### src/rtl/mem_arbiter.sv
// mem_arbiter: two-master (fetch / load-store) arbiter onto one shared memory port.
// Load/store wins by default. Fetch wins once it has lost STARVE_LIMIT collisions in a row.
// The memory-side outputs are registered. The grants are decoded combinationally in IDLE,
// so a request is granted in the same cycle it is seen.
// Optional feature: define ARB_PERF_EN to add grant and stall performance counters.
module mem_arbiter #(
    parameter int unsigned STARVE_LIMIT = 4,
    parameter int unsigned AW           = 32
) (
    input  logic          clk,
    input  logic          reset,
    // fetch side
    input  logic          if_req,
    input  logic [AW-1:0] if_addr,
    output logic          if_gnt,
    output logic          if_rvalid,
    output logic [31:0]   if_rdata,
    // load/store side
    input  logic          ls_req,
    input  logic          ls_we,
    input  logic [AW-1:0] ls_addr,
    input  logic [31:0]   ls_wdata,
    input  logic [3:0]    ls_be,
    output logic          ls_gnt,
    output logic          ls_rvalid,
    output logic [31:0]   ls_rdata,
    // shared memory port
    output logic          mem_req,
    output logic          mem_we,
    output logic [AW-1:0] mem_addr,
    output logic [31:0]   mem_wdata,
    output logic [3:0]    mem_be,
    input  logic          mem_ack,
    input  logic [31:0]   mem_rdata
`ifdef ARB_PERF_EN
    ,
    output logic [31:0]   perf_if_grants,
    output logic [31:0]   perf_ls_grants,
    output logic [31:0]   perf_stall_cycles
`endif
);

    // Wide enough to hold STARVE_LIMIT; the count saturates there.
    localparam int unsigned SW = (STARVE_LIMIT < 1) ? 1 : $clog2(STARVE_LIMIT + 1);

    typedef enum logic [1:0] {IDLE, BUSY_IF, BUSY_LS} state_t;

    state_t          r_state;
    logic [SW-1:0]   r_starve_cnt;
    logic            r_if_rvalid;
    logic            r_ls_rvalid;
    logic [31:0]     r_if_rdata;
    logic [31:0]     r_ls_rdata;
    logic            r_mem_req;
    logic            r_mem_we;
    logic [AW-1:0]   r_mem_addr;
    logic [31:0]     r_mem_wdata;
    logic [3:0]      r_mem_be;

    logic            w_idle;
    logic            w_starved;
    logic            w_if_win;
    logic            w_ls_win;

    // The grants are gated by reset so that they also drop asynchronously.
    assign w_idle    = (r_state == IDLE) && reset;
    assign w_starved = (r_starve_cnt >= SW'(STARVE_LIMIT));
    assign w_if_win  = w_idle && if_req && (!ls_req || w_starved);
    assign w_ls_win  = w_idle && ls_req && !w_if_win;

    assign if_gnt    = w_if_win;
    assign ls_gnt    = w_ls_win;
    assign if_rvalid = r_if_rvalid;
    assign ls_rvalid = r_ls_rvalid;
    assign if_rdata  = r_if_rdata;
    assign ls_rdata  = r_ls_rdata;
    assign mem_req   = r_mem_req;
    assign mem_we    = r_mem_we;
    assign mem_addr  = r_mem_addr;
    assign mem_wdata = r_mem_wdata;
    assign mem_be    = r_mem_be;

    // Arbitration FSM: latch the winner's request in IDLE, then hold it until mem_ack.
    always_ff @(posedge clk or negedge reset) begin
        if (!reset) begin
            r_state     <= IDLE;
            r_if_rvalid <= 1'b0;
            r_ls_rvalid <= 1'b0;
            r_if_rdata  <= '0;
            r_ls_rdata  <= '0;
            r_mem_req   <= 1'b0;
            r_mem_we    <= 1'b0;
            r_mem_addr  <= '0;
            r_mem_wdata <= '0;
            r_mem_be    <= '0;
        end else begin
            r_if_rvalid <= 1'b0;
            r_ls_rvalid <= 1'b0;
            unique case (r_state)
                IDLE: begin
                    if (w_if_win) begin
                        r_state     <= BUSY_IF;
                        r_mem_req   <= 1'b1;
                        r_mem_we    <= 1'b0;
                        r_mem_addr  <= if_addr;
                        r_mem_wdata <= '0;
                        r_mem_be    <= 4'hF;
                    end else if (w_ls_win) begin
                        r_state     <= BUSY_LS;
                        r_mem_req   <= 1'b1;
                        r_mem_we    <= ls_we;
                        r_mem_addr  <= ls_addr;
                        r_mem_wdata <= ls_wdata;
                        r_mem_be    <= ls_be;
                    end
                end
                BUSY_IF: begin
                    if (mem_ack) begin
                        r_state     <= IDLE;
                        r_mem_req   <= 1'b0;
                        r_if_rdata  <= mem_rdata;
                        r_if_rvalid <= 1'b1;
                    end
                end
                BUSY_LS: begin
                    // A store also captures mem_rdata. That value is meaningless but harmless.
                    if (mem_ack) begin
                        r_state     <= IDLE;
                        r_mem_req   <= 1'b0;
                        r_ls_rdata  <= mem_rdata;
                        r_ls_rvalid <= 1'b1;
                    end
                end
                default: begin
                    r_state   <= IDLE;
                    r_mem_req <= 1'b0;
                end
            endcase
        end
    end

    // Count collisions lost by fetch. Any fetch grant clears the count.
    always_ff @(posedge clk or negedge reset) begin
        if (!reset) begin
            r_starve_cnt <= '0;
        end else if (w_if_win) begin
            r_starve_cnt <= '0;
        end else if (w_ls_win && if_req && !w_starved) begin
            r_starve_cnt <= r_starve_cnt + 1'b1;
        end
    end

`ifdef ARB_PERF_EN
    logic [31:0] r_perf_if_grants;
    logic [31:0] r_perf_ls_grants;
    logic [31:0] r_perf_stall_cycles;

    assign perf_if_grants    = r_perf_if_grants;
    assign perf_ls_grants    = r_perf_ls_grants;
    assign perf_stall_cycles = r_perf_stall_cycles;

    // Wrapping counters. A stall cycle has some request high but no grant at all.
    always_ff @(posedge clk or negedge reset) begin
        if (!reset) begin
            r_perf_if_grants    <= '0;
            r_perf_ls_grants    <= '0;
            r_perf_stall_cycles <= '0;
        end else begin
            if (w_if_win) r_perf_if_grants <= r_perf_if_grants + 32'd1;
            if (w_ls_win) r_perf_ls_grants <= r_perf_ls_grants + 32'd1;
            if ((if_req || ls_req) && !(w_if_win || w_ls_win)) begin
                r_perf_stall_cycles <= r_perf_stall_cycles + 32'd1;
            end
        end
    end
`endif

endmodule

### config.mk
export PLATFORM = sky130hd
export DESIGN_NAME = mem_arbiter
export DESIGN_NICKNAME = d
export VERILOG_FILES = /design/src/rtl/mem_arbiter.sv
export SDC_FILE = /design/constraint.sdc
export NUM_CORES = 1
export LEC_CHECK = 0
export CAP_MARGIN = 20
export CORE_ASPECT_RATIO = 1.1
export CORE_UTILIZATION = 45
export CTS_BUF_LIST = sky130_fd_sc_hd__clkbuf_4 sky130_fd_sc_hd__clkbuf_8
export CTS_CLUSTER_DIAMETER = 200
export DETAILED_ROUTE_END_ITERATION = 12
export GPL_TIMING_DRIVEN = 0
export PLACE_DENSITY = 0.95
export SLEW_MARGIN = 20
export SYNTH_ARGS = -nofsm -noshare
export SYNTH_HDL_FRONTEND = slang
export SYNTH_SLANG_ARGS = --single-unit
### constraint.sdc
create_clock -name clk -period 5.4 [get_ports clk]
set_clock_uncertainty 0.05 [all_clocks]
set_input_delay 1.08 -clock clk [delete_from_list [all_inputs] [get_ports clk]]
set_output_delay 1.08 -clock clk [all_outputs]
set_load 0.01 [all_outputs]
Yosys cells after proc, flatten, opt, wreduce, memory -nomap -nowiden --
Cells that the tools add are included.
Storage, ports and cells: input port bits 138, register bits 141, output and inout port bits 138, logic and storage cells 57
Cells by class: muxes and demuxes 21, order comparisons 1, add/subtract/negate cells 1, eq/ne operators 4, reduce and logical (&&, ||, !) cells 19
Operators by type and width (number):
- $mux 32 | 4
- $mux 1 | 8
- $mux 4 | 2
- $reduce_and 2->1 | 4
- $logic_and 1x1->1 | 7
- $mux 2 | 3
- $mux 3 | 2
- $pmux 2 s2 | 1
- $reduce_bool 2->1 | 2
- $add 3x1->3 const B | 1
- $ge 3x3->1 const B | 1
- $logic_not 1->1 | 3
- $ne 3x3->1 const B | 1
- $eq 2x1->1 const B | 1
- $eq 2x2->1 const B | 1
- $logic_not 2->1 | 1
- $ne 2x1->1 const B | 1
- $pmux 1 s2 | 1
- $reduce_or 2->1 | 1
- $logic_or 1x1->1 | 1

Longest topological paths before layout --
depth in word-level cells 10, gate-level depth with buffers 9, mapped depth without buffers 6

Least setup slack after synthesis --
OpenSTA, ideal clock, no wires.
path kind input -> output, start point in ls_req, end point out if_gnt, setup slack 2.398 ns, data arrival time 1.872 ns, path buffers 2, cell stages on the path 5, required time 4.270 ns, cell sequence and2b_2 nand2b_4 inv_2 buf_2 buf_2
Between the ends: cells in the longest elaborated chain, start to end 3
Ends and longest elaborated chain:
- start, declared | RTL line 19 | input logic ls_req,
- $logic_not 1->1 | RTL line 68 | assign w_if_win = w_idle && if_req && (!ls_req || w_starved);
- $logic_or 1x1->1 | RTL line 68
- $logic_and 1x1->1 | RTL line 68
- end, declared | RTL line 15 | output logic if_gnt,
Every way passes these cells.

Worst setup path after layout --
start point in reset, end point out if_gnt
Between the ends: cells in the longest elaborated chain, start to end 3
Ends and longest elaborated chain:
- start, declared | RTL line 11 | input logic reset,
- $logic_and 1x1->1 | RTL line 66 | assign w_idle = (r_state == IDLE) && reset;
- $logic_and 1x1->1 (2 in series) | RTL line 68
Every way passes these cells.

==> run metrics <==
TritonCTS clock tree=built; post-synthesis sequential area ratio=62.5%; Crit. End Element=primary output; Critical Path Start Type=input port; Sw Share=32.2%; Inst Count DP=882; drt wl/cell=18.2 µm; first-pass GRT wire length=25,500 µm; kind of critical path=in -> out; outcome=finished clean; RSZ-0062 raised after global routing=no; Port Buffers=275; hold depth=2; Syn Area/Cell=12.5 µm²; pin count of the biggest net entering global routing=91; Chip Width=109 µm; Flop pwr share=37.2%; syn_nets=595; Syn-to-layout area delta=60.2%; residual DRC count=0; hold slack=0.453 ns; # resized after CTS=0; CP required=4.27 ns; Hold WC Path Type=reg -> reg; final setup margin=0.851 ns; crit path DAT=3.42 ns; post-synthesis simple-gate area fraction=10.7%; synth warn=0; Nets=890; Row Count=42; drt pass-1 iters=4; Final Hold Violating Endpoints=0; Final period util=84.2%; Avg Vias per Cell=5.28; cells after synthesis=452; initial antenna violation count=1; worst-margin pin slew=0.592 ns; Clock Latency Late Sink=0.42 ns; first-iteration detailed-routing DRC count=214; CP max-delay cell=clkdlybuf4s50_1; Max VDD drop=0.000309 V; Hold-fix buffers, CTS=0; vias in the first global route=5,138; Pleak=0.00403 µW; synthesized area=5640 µm²; Critical Path Start=reset; most used cell, CP=buf_2; Max Cap Viol=0; gr ovfl total=0; non-filler cells, final=914; RR Startpoint=r_state[1]$_DFFE_PN0P_; worst-path fanout max=90; Antenna Nets Post-Route=0; largest family of logic cells by synthesized area=multiplexers; WP buf/inv=6; multiplexer share of the synthesized area=12.9%; layout cells sized above 1=15.3%; Comb pwr share=44.8%; Clock Power Share=17.9%; post-route minimum period=4.55 ns; crit path cell chain=buf_8 > buf_16 > and3_4 > nand2b_4 > inv_2 > buf_2 > buf_2 > clkdlybuf4s50_1; Synth Area in Compound Gates=9.65%; pre-CTS setup slack=0.798 ns; # diodes=0; number of buffers created by CTS=17; core area=12,100 µm²; Hold Startpoint=r_starve_cnt[2]$_DFFE_PN0P_; clock buffer depth=2; die area=13,000 µm²; unique cell type count in the Yosys netlist=25; Die Span Y=119 µm; CP peak stage delay=0.57 ns; Synth Register Bits=141; Root Driver=clkbuf_8; Total GRT Usage=26.1%; Clock transition at path regs=0.08 ns; io pins=276; Synth Area in XOR/XNOR=0%; CTS H-tree depth=4; Crit path max-delay family=buffers and inverters; Critical Path Stages=8; gpl congestion=0.854; Initial Util=46.5%; post-synthesis adder-cell area fraction=1.11%; Max Slew Vio Count=0; HPWL Detailed=12,500 µm; CTS sink cnt=141; Worst slew margin=60.5%; WL final=16,600 µm; Pwr per Cell Area=552 nW/µm²; internal cell power=3380 µW; postcts setup bufs=0; worst reg2reg path depth=8; Vias=4,830; Fmax=0.220 GHz; Final Setup Violations=0; sw power=1610 µW
-- layout by cell type (no fill, tap or decap), drive strengths merged --
master / count
bufinv: 3
clkinvlp: 4
inv: 10
buf: 18
clkbuf: 34
o211ai: 2
a21oi: 34
a221o: 32
nand3: 8
nor2b: 1
nand2: 83
o21ai: 3
clkinv: 4
nand2b: 1
mux2: 64
ha: 5
o22a: 1
o211a: 1
nor2: 1
dfrtp: 141
clkdlybuf4s50: 274
and2b: 1
mux2i: 1
and3: 34
-- power groups by stage --
stage          logic [µW]  registers [µW]  clock network, µW
2_1_floorplan         674            2060                  0
3_3_place_gp         2160            1830                  0
3_5_place_dp         2240            1870                  0
4_1_cts              2260            1860                908
5_1_grt              2380            1910                956
6_report             2240            1860                894
-- logic make-up (layout without fill, tap and decap cells) --
logic type,count (synthesis),count (layout)
flops,141,141
simple gates,129,129
compound gates,73,73
mux,65,65
buf+inv,39,347
fa+ha+maj,5,5
-- synth_stat cells --
| master | number | area (µm²) |
|---|---|---|
| nor2b_1 | 1 | 6.26 |
| o21ai_0 | 3 | 15.0 |
| mux2_2 | 64 | 721 |
| buf_2 | 11 | 55.1 |
| o211a_1 | 1 | 10.0 |
| mux2i_1 | 1 | 10.0 |
| o211ai_1 | 1 | 7.51 |
| nand3_1 | 8 | 40.0 |
| nand2_1 | 83 | 312 |
| inv_2 | 1 | 3.75 |
| inv_1 | 7 | 26.3 |
| o211ai_2 | 1 | 12.5 |
| buf_6 | 2 | 22.5 |
| clkbuf_1 | 15 | 56.3 |
| and3_1 | 33 | 206 |
| a221o_1 | 32 | 320 |
| o22a_1 | 1 | 8.76 |
| ha_1 | 5 | 62.6 |
| and2b_2 | 1 | 8.76 |
| dfrtp_1 | 141 | 3530 |
| nor2_1 | 1 | 3.75 |
| nand2b_4 | 1 | 13.8 |
| a21oi_1 | 34 | 170 |
| buf_1 | 3 | 11.3 |
| and3_4 | 1 | 11.3 |
-- path summary, 6_finish.rpt --
| kind | end | slack [ns] |
|---|---|---|
| max | if_gnt | 0.85 |
| min | r_starve_cnt[2]$_DFFE_PN0P_ | 0.45 |
| max reg2reg | mem_wdata[17]$_DFFE_PN0P_ | 3.36 |
| min reg2reg | r_starve_cnt[2]$_DFFE_PN0P_ | 0.45 |
| max in group asynchronous | mem_addr[21]$_DFFE_PN0P_ | 4.02 |
| min in group asynchronous | ls_rdata[10]$_DFFE_PN0P_ | 0.51 |
-- state kept, by name, summed over array words and instances (netlist names) --
signal        cells
mem_req           1
if_rdata         32
mem_addr         32
r_state           2
ls_rdata         32
mem_we            1
r_starve_cnt      3
mem_be            4
if_rvalid         1
ls_rvalid         1
mem_wdata        32
-- worst reg2reg max path, stage by stage (launching register included) --
cell      delay (ns)
dfrtp_1         0.41
inv_1           0.10
ha_1            0.15
buf_2           0.18
o211a_1         0.18
buf_2           0.22
clkbuf_1        0.37
nand2_1         0.13
a21oi_1         0.19
-- cell type report --
class	instances	area, µm²
fillers	771	3100
repair buffers	276	2790
well taps	154	193
clock inverters	13	165
plain buffers	31	145
flip-flops and latches	141	3530
multi-input cells	272	1940
inverters	8	30.0
clock buffers	19	255
-- per-stage QoR --
step	cell area, µm²	power, µW	setup TNS, ns	util, %
floorplan	5640	2740	0	-
global placement	8590	3990	-511.51	70.7
detailed placement	8620	4110	0	71.0
CTS	9040	5020	0	74.5
global route	9040	5250	0	74.5
finish	9040	4990	0	74.5
-- per-layer routing --
| layer | track usage [%] | share of wire [%] |
|---|---|---|
| met4 | 13.6 | 3.3 |
| met1 | 28.5 | 37 |
| met5 | 0 | 0.054 |
| met2 | 45.0 | 52 |
| met3 | 7.66 | 7.7 |
(Power assumes the default switching activity.)
